--- src/rtl/tag_check_unit.sv ---
// tag_check_unit: two-stage tag check sitting behind the per-byte tag RAM.
// Stage 1 captures the load request. Stage 2 merges the lane tags returned by
// the tag RAM and checks the merged tag against the clearance register.
// Violations feed a trap request/ack FSM and a saturating violation counter.
// Optional macro TAG_CHECK_STRICT_EN: load_select 3 reports as a violation
// (trap_tag 6'h3F) instead of being silently dropped.

// Per-lane gate: an unused lane contributes zero, even if its tag is X.
module tag_check_lane (
  input  logic       en_i,
  input  logic [5:0] tag_i,
  output logic [5:0] tag_o
);
  assign tag_o = en_i ? tag_i : 6'h00;
endmodule

module tag_check_unit #(
  parameter int         COUNT_W   = 8,
  parameter logic [5:0] CLEAR_RST = 6'h3F
) (
  input  logic               clk,
  input  logic               rst,
  input  logic               req_valid,
  input  logic [1:0]         req_load_select,
  input  logic [9:0]         req_addr,
  input  logic [5:0]         tag_in_1,
  input  logic [5:0]         tag_in_2,
  input  logic [5:0]         tag_in_3,
  input  logic [5:0]         tag_in_4,
  input  logic               cfg_we,
  input  logic [5:0]         cfg_clearance,
  output logic               out_valid,
  output logic [5:0]         out_tag,
  output logic               out_violation,
  output logic               trap_req,
  output logic [9:0]         trap_addr,
  output logic [5:0]         trap_tag,
  output logic               trap_overflow,
  input  logic               trap_ack,
  output logic [COUNT_W-1:0] viol_count
);
  localparam int NUM_LANES = 4;
  localparam int TAG_W     = 6;

  typedef enum logic {IDLE = 1'b0, TRAP = 1'b1} state_t;

`ifdef TAG_CHECK_STRICT_EN
  localparam logic STRICT = 1'b1;
`else
  localparam logic STRICT = 1'b0;
`endif

  // Stage-1 request capture
  logic       s1_vld_q, s1_vld_d;
  logic [1:0] s1_sel_q, s1_sel_d;
  logic [9:0] s1_addr_q, s1_addr_d;

  // Configuration and result/trap state
  logic [TAG_W-1:0]   clr_q, clr_d;
  logic               ov_q, ov_d;
  logic [TAG_W-1:0]   otag_q, otag_d;
  logic               oviol_q, oviol_d;
  state_t             state_q, state_d;
  logic               treq_q, treq_d;
  logic [9:0]         taddr_q, taddr_d;
  logic [TAG_W-1:0]   ttag_q, ttag_d;
  logic               tovf_q, tovf_d;
  logic [COUNT_W-1:0] cnt_q, cnt_d;

  // Stage-2 datapath
  logic [NUM_LANES-1:0]            lane_en;
  logic [NUM_LANES-1:0][TAG_W-1:0] lane_tag, lane_gated;
  logic [TAG_W-1:0]                merged;
  logic                            legal, res_vld, viol;
  logic [TAG_W-1:0]                res_tag, hit_bits;

  assign lane_tag = {tag_in_4, tag_in_3, tag_in_2, tag_in_1};

  // Lane enables from the captured load size; illegal size enables nothing
  always_comb begin
    lane_en = '0;
    case (s1_sel_q)
      2'd0:    lane_en = 4'b0001;
      2'd1:    lane_en = 4'b0011;
      2'd2:    lane_en = 4'b1111;
      default: lane_en = 4'b0000;
    endcase
  end

  for (genvar g = 0; g < NUM_LANES; g++) begin : g_lane
    tag_check_lane u_lane (
      .en_i  (lane_en[g]),
      .tag_i (lane_tag[g]),
      .tag_o (lane_gated[g])
    );
  end

  // OR-merge the gated lanes into one load tag
  always_comb begin
    merged = '0;
    for (int i = 0; i < NUM_LANES; i++) merged = merged | lane_gated[i];
  end

  // Result qualification and violation detection using the current clearance
  always_comb begin
    legal    = (s1_sel_q != 2'd3);
    res_vld  = s1_vld_q && (legal || STRICT);
    res_tag  = legal ? merged : '0;
    hit_bits = legal ? (merged & ~clr_q) : {TAG_W{1'b1}};
    viol     = res_vld && (hit_bits != '0);
  end

  // Next-state for pipeline, counter and trap FSM
  always_comb begin
    s1_vld_d  = req_valid;
    s1_sel_d  = req_valid ? req_load_select : s1_sel_q;
    s1_addr_d = req_valid ? req_addr : s1_addr_q;
    clr_d     = cfg_we ? cfg_clearance : clr_q;
    ov_d      = res_vld;
    otag_d    = res_vld ? res_tag : '0;
    oviol_d   = viol;
    cnt_d     = (viol && cnt_q != {COUNT_W{1'b1}}) ? cnt_q + COUNT_W'(1) : cnt_q;
    state_d   = state_q;
    treq_d    = treq_q;
    taddr_d   = taddr_q;
    ttag_d    = ttag_q;
    tovf_d    = tovf_q;
    case (state_q)
      IDLE: begin
        if (viol) begin
          treq_d  = 1'b1;
          taddr_d = s1_addr_q;
          ttag_d  = hit_bits;
          state_d = TRAP;
        end
      end
      TRAP: begin
        if (trap_ack && viol) begin
          taddr_d = s1_addr_q;
          ttag_d  = hit_bits;
          tovf_d  = 1'b0;
        end else if (trap_ack) begin
          treq_d  = 1'b0;
          tovf_d  = 1'b0;
          state_d = IDLE;
        end else if (viol) begin
          tovf_d  = 1'b1;
        end
      end
      default: state_d = IDLE;
    endcase
  end

  // State registers with synchronous reset
  always_ff @(posedge clk) begin
    if (rst) begin
      s1_vld_q  <= 1'b0;
      s1_sel_q  <= 2'd0;
      s1_addr_q <= '0;
      clr_q     <= CLEAR_RST;
      ov_q      <= 1'b0;
      otag_q    <= '0;
      oviol_q   <= 1'b0;
      state_q   <= IDLE;
      treq_q    <= 1'b0;
      taddr_q   <= '0;
      ttag_q    <= '0;
      tovf_q    <= 1'b0;
      cnt_q     <= '0;
    end else begin
      s1_vld_q  <= s1_vld_d;
      s1_sel_q  <= s1_sel_d;
      s1_addr_q <= s1_addr_d;
      clr_q     <= clr_d;
      ov_q      <= ov_d;
      otag_q    <= otag_d;
      oviol_q   <= oviol_d;
      state_q   <= state_d;
      treq_q    <= treq_d;
      taddr_q   <= taddr_d;
      ttag_q    <= ttag_d;
      tovf_q    <= tovf_d;
      cnt_q     <= cnt_d;
    end
  end

  assign out_valid     = ov_q;
  assign out_tag       = otag_q;
  assign out_violation = oviol_q;
  assign trap_req      = treq_q;
  assign trap_addr     = taddr_q;
  assign trap_tag      = ttag_q;
  assign trap_overflow = tovf_q;
  assign viol_count    = cnt_q;

endmodule

--- config.mk ---
export PLATFORM = sky130hd
export DESIGN_NAME = tag_check_unit
export DESIGN_NICKNAME = d
export VERILOG_FILES = /design/src/rtl/tag_check_unit.sv
export SDC_FILE = /design/constraint.sdc
export NUM_CORES = 1
export LEC_CHECK = 0
export ABC_AREA = 0
export CAP_MARGIN = 15
export CELL_PAD_IN_SITES_DETAIL_PLACEMENT = 0
export CELL_PAD_IN_SITES_GLOBAL_PLACEMENT = 1
export CORE_ASPECT_RATIO = 0.6
export CORE_UTILIZATION = 35
export DETAILED_ROUTE_END_ITERATION = 8
export GPL_TIMING_DRIVEN = 0
export PLACE_DENSITY_LB_ADDON = 0.3
export RECOVER_POWER = 25
export SLEW_MARGIN = 20
export SYNTH_ARGS = -nofsm -noshare
export SYNTH_HDL_FRONTEND = slang
export SYNTH_HIERARCHICAL = 1
export SYNTH_SLANG_ARGS = --single-unit
export TNS_END_PERCENT = 5
--- constraint.sdc ---
create_clock -name clk -period 7.6 [get_ports clk]
set_input_delay 1.52 -clock clk [delete_from_list [all_inputs] [get_ports clk]]
set_output_delay 1.52 -clock clk [all_outputs]
set_load 0.02 [all_outputs]
# ---- After elaboration in Yosys (flattened, before gate mapping)
# Cells that the tools add are included.
dict set report totals {
  output_inout_bits 34
  in_bits 47
  register_bits 54
}
dict set report classes {
  n_eq_ne 8
  n_bitwise 8
  n_mux 22
  n_reduce_logical 11
  n_addsub 1
}
# cell n
set op_table {}
lappend op_table {{6-bit 2-to-1 mux} 7}
lappend op_table {{10-bit 2-to-1 mux} 2}
lappend op_table {{10-bit case mux with 2 select lines} 1}
lappend op_table {{6-bit OR} 3}
lappend op_table {{4-bit case mux with 3 select lines} 1}
lappend op_table {{6-bit case mux with 2 select lines} 1}
lappend op_table {{8-bit by 1-bit adder with 8-bit output (second input constant)} 1}
lappend op_table {{1-bit 2-to-1 mux} 8}
lappend op_table {{2-bit != test (second input constant)} 4}
lappend op_table {{8-bit != test (second input constant)} 1}
lappend op_table {{6-bit AND} 1}
lappend op_table {{6-bit inverter} 1}
lappend op_table {{6-bit nonzero test} 1}
lappend op_table {{1-bit logical AND} 4}
lappend op_table {{1-bit case mux with 2 select lines} 2}
lappend op_table {{2-bit AND reduction} 2}
lappend op_table {{1-bit inverter} 3}
lappend op_table {{3-bit AND reduction} 1}
lappend op_table {{3-bit nonzero test} 1}
lappend op_table {{3-bit OR reduction} 1}
lappend op_table {{2-bit by 1-bit == test with 1-bit output (second input constant)} 1}
lappend op_table {{2-bit == test (second input constant)} 1}
lappend op_table {{2-bit zero test} 1}
lappend op_table {{2-bit by 1-bit != test with 1-bit output (second input constant)} 1}

# ---- Longest topological paths before layout
dict set report logic_depth {
  ltp_word 13
  ltp_mapped 11
  mapped_depth_nobuf 9
}

# ---- By module
# The synthesis kept the hierarchy.
# mod cells_per_inst n_inst seq_area_each_um2 area_each_um2
set modules_own_cells {}
lappend modules_own_cells {tag_check_unit 225 1 1081.0 2173.3}
lappend modules_own_cells {tag_check_lane 6 4 0.0 37.5}

# ---- Worst setup path after synthesis
# Ideal clock, no wire load.
dict set report synth_path {
  path_type {input to register}
  startpoint {in tag_in_2[4]}
  endpoint {reg cnt_q[3] (netlist: viol_count[3])}
  setup_ns 0.121
  path_stages 7
  slack_ns 4.168
  arrival_time_ns 3.311
  path_cell_list {and2_1 or4_1 a222oi_1 and3_1 buf_6 nor4_2 mux2_4}
}
dict set report synth_between {
  elab_chain_len 9
}
# element line_no
set synth_rtl {}
lappend synth_rtl {{start: declaration} 27} ;# input logic [5:0] tag_in_2,
lappend synth_rtl {{6-bit 2-to-1 mux} 14} ;# assign tag_o = en_i ? tag_i : 6'h00;
lappend synth_rtl {{6-bit OR (3 in a row)} 101} ;# for (int i = 0; i < NUM_LANES; i++) merged = merged | lane_gated[i];
lappend synth_rtl {{6-bit AND} 109} ;# hit_bits = legal ? (merged & ~clr_q) : {TAG_W{1'b1}};
lappend synth_rtl {{6-bit 2-to-1 mux} 109}
lappend synth_rtl {{6-bit nonzero test} 110} ;# viol = res_vld && (hit_bits != '0);
lappend synth_rtl {{1-bit logical AND} 110}
lappend synth_rtl {{1-bit logical AND} 122} ;# cnt_d = (viol && cnt_q != {COUNT_W{1'b1}}) ? cnt_q + COUNT_W'(1) : cnt_q;
lappend synth_rtl {{end signal: assignment} 183} ;# cnt_q <= cnt_d;
lappend synth_rtl {{end: declaration} 68} ;# logic [COUNT_W-1:0] cnt_q, cnt_d;
# Every way passes these cells.
# A chain may end at the register's enable or synchronous reset.

==> results summary <==
The flow ran to the end, and the final reports show no timing, DRC or antenna violations. The count of hold-fix buffers inserted at cts is 0. The die span in x came out at 107.2 µm. The total length of routed met2 wires came out at 2085 µm. The class of the tightest hold or removal check is reg2reg. Setup violations remaining at the end of the flow were counted as 0. Leaving out fill and tap cells, the most frequent cells in the layout are sky130_fd_sc_hd__clkdlybuf4s50_1 (69), sky130_fd_sc_hd__dfxtp_1 (54), sky130_fd_sc_hd__nor2_1 (45).

The via count of the first global-routing pass came out at 1763. The class of the most critical setup path is in2reg. The power density of the placed cells is 177.6 nW/µm². The filler cell count in the final layout is 603. Synthesis handed over a netlist of 249 instances. The portion of the post-synthesis area used by sequential elements came out at 0.4653. The most used flip-flop cell after synthesis is sky130_fd_sc_hd__dfxtp_1. Ranked by total cell area, the synthesized netlist is headed by sky130_fd_sc_hd__dfxtp_1 (47%), sky130_fd_sc_hd__mux2i_1 (13%), sky130_fd_sc_hd__nor2_1 (7.3%). Using the TritonRoute via totals, the vias-per-cell ratio works out to 4.764. The global-route total usage across every layer came out at 0.1600. The number of enable flip-flop cells after synthesis is 0.

The xor/xnor share of the synthesized area is 0. The number of antenna violations at the first check in global routing is 0. The final instance count without filler cells is 419. For the worst setup path, the data required time is 7.80 ns. Measured on the finished design, the core utilization comes to 0.5312. The post-detailed-route count of antenna-violating nets came out at 0. The area taken by flip-flops and latches is 1081 µm². Clock tree synthesis selected as its root buffer the cell sky130_fd_sc_hd__clkbuf_8. The netlist area before placement came out at 2323 µm². The area growth from synthesis to layout came out at 42.86%. Measured along the y axis, the die boundary spans 65.11 µm. After clock tree synthesis, the repair step resized 0 gates. The HPWL reported at the end of detailed placement is 4177 µm. The global route total overflow came out at 0. The slowest stage of the critical path belongs to the cell sky130_fd_sc_hd__or4_1. The number of nets in the synthesized netlist is 300. The first routing iteration left 79 violations.

The starting utilization of the core area is 0.3718. The post-synthesis simple-gate area fraction is 0.2569. Post-CTS timing repair inserted 0 buffers for setup. The launching element type of the critical path is an input pin. The library cell used most frequently in the layout, excluding fill and tap cells, is sky130_fd_sc_hd__clkdlybuf4s50_1. The top-area cell type share of the netlist area came out at 0.4653. The count of inserted antenna diode cells came out at 0.

The maximum root-to-sink buffer count came out at 2. The mean cell area of the mapped netlist is 9.331 µm². After synthesis, the share of cell area in mux cells is 0.1513. For this run, the top clock speed supported by timing is 0.2650 GHz. Along the worst path, the maximum fanout reaches 10. After synthesis, the share of flip-flops with an asynchronous set or reset is 0. The number of sinks handled by clock tree synthesis came out at 54. The region available for standard cell placement spans 6248 µm².

The critical path goes through clkdlybuf4s50_1 -> and2_1 -> or4_1 -> a222oi_1 -> and3_1 -> buf_6 -> nor4_2 -> mux2_4. The number of CTS-inserted buffers came out at 5. The number of synthesis warnings is 6. The fraction of final layout cells with drive strength greater than 1 came out at 0.04776. The time the final worst path needs with I/O delays and setup is 3.774 ns. The post-synthesis adder-cell area fraction came out at 0.02154.

The average routed wire per standard cell came out at 12.85 µm. The final setup TNS is 0 ns. The CTS clock-pin slew for the worst setup and hold paths came out at 0.10 ns. The count of boundary I/O pins is 81. The number of placement rows came out at 22. The DRC violation count after routing came out at 0. The number of distinct library cell variants in the gate-level netlist after synthesis came out at 41. The share of the clock period used by the worst path came out at 0.4966. The routed wire length is 5384 µm.

The highest metal layer used by the detailed router is met4. The tool flagged a number of max-cap violations equal to 0. The global-route wire length before repair came out at 8562 µm. The worst slew margin relative to its limit came out at 0.5102. The clock reaches the later pin of the worst-skew pair after 0.30 ns.

Setup repair after global routing left no endpoint under its margin. In this run the tool buffered the top-level ports with 78 buffer cells. The total via count after detailed routing came out at 1996. The number of nets at the end of the flow is 385. The multi-input combinational cells in the finished layout cover a total of 1155 µm².

The post-synthesis compound-gate area fraction came out at 0.06731. The first-pass detailed-route iteration total came out at 4. The maximum vdd drop is 92.12 µV. At the pin with the least slew margin, the transition time is 0.7346 ns.

The die covers 6979 µm². The biggest area consumer among synthesized cells is sky130_fd_sc_hd__dfxtp_1. The congestion estimate from routability-driven global placement came to 0.8171. Across the routed clock network, the largest skew measured is 0.004781 ns.

The final number of max-transition violations is 0. The number of placed cells counting well taps is 411. The worst setup path is captured at a register.

The largest stage delay on the critical path is 0.54 ns. The largest net degree at the start of global routing is 17. The total met3 wirelength after detailed routing is 475 µm. The H-tree depth came out at 2. The flop and latch count out of synthesis is 54.

The met1 routed wirelength after detailed routing is 2798 µm. The leakage power total is 1.318 nW. The CTS tree is built.

After synthesis, the largest family of logic cells by area is simple AND/OR/NAND/NOR gates. Data on the critical path arrives at its endpoint at 3.97 ns. The number of hold-slack violations in the final timing report came out at 0.
state kept, by name, indices dropped and copies added (netlist names):
register and count:
s1_addr_q 10, trap_addr 10, viol_count 8, clr_q 6, out_tag 6, trap_tag 6
s1_sel_q 2, out_valid 1, out_violation 1, s1_vld_q 1, state_q 1, trap_overflow 1
trap_req 1
stage by stage:
step	hold slack, ns	power (mW)	setup WS [ns]	cell area [µm²]
2_1_floorplan	0.4417	0.3605	4.168	2323
3_3_place_gp	0.4592	0.4060	3.519	3209
3_5_place_dp	0.4755	0.4066	3.518	3209
4_1_cts	0.4930	0.5982	3.832	3319
5_1_grt	0.5238	0.6200	3.725	3319
6_report	0.4905	0.5894	3.826	3319
layout make-up:
cell class	count	area share
Buffer	11	0.01734
Clock buffer	6	0.02186
Clock inverter	2	0.01131
Inverter	8	0.009046
Multi-Input combinational cell	176	0.3479
Sequential cell	54	0.3257
Tap cell	84	0.03166
Timing Repair Buffer	78	0.2352
cell usage after synthesis (all sizes together), types with 2 or more instances:
cell type,number
a21oi,3
nand2b,2
or4,5
nor4,8
and2,24
a31oi,3
inv,7
nor3,4
o211ai,3
clkbuf,7
dfxtp,54
mux2,3
a211oi,3
or3,2
nor2,45
nand2,17
buf,4
ha,4
mux2i,31
nor2b,5
nand3,3
critical path, delay by kind of cell:
family	cells	cell delay [ns]
AO/OA/AOI/OAI	1	0.53
buffers and inverters	2	0.57
multiplexers	1	0.30
AND/OR/NAND/NOR	4	1.06
metal layers:
| layer | track usage | vias up |
|---|---|---|
| met1 | 0.2391 | 906 |
| met5 | 0 | - |
| met4 | 0.03596 | 0 |
| met3 | 0.05456 | 5 |
| li1 | - | 1023 |
| met2 | 0.2169 | 62 |
logic make-up (layout without fill, tap and decap cells):
logic type | count (synthesis) | in the layout
DFF | 54 | 54
AOI/OAI and AO/OA | 21 | 21
muxes | 34 | 34
buffers and inverters | 19 | 105
adders and majority gates | 4 | 4
and+or+nand+nor | 117 | 117
power by group:
group / total [mW] / leakage (nW) / switching (mW) / internal, mW
logic: 0.0977 / 0.825 / 0.0460 / 0.0517
registers: 0.301 / 0.441 / 0.00655 / 0.294
clock network: 0.191 / 0.0514 / 0.0925 / 0.0984
total: 0.589 / 1.32 / 0.145 / 0.444
path summary, 6_finish.rpt:
path / end / depth (start not counted) / from / slack, ns
setup / recovery: viol_count[3] / 8 / tag_in_2[4] / 3.83
setup reg to reg: viol_count[3] / 10 / s1_sel_q[0] / 4.68
hold / removal: clr_q[0] / 2 / clr_q[0] / 0.49
hold reg to reg: clr_q[0] / 2 / clr_q[0] / 0.49
(Power assumes the default switching activity.)
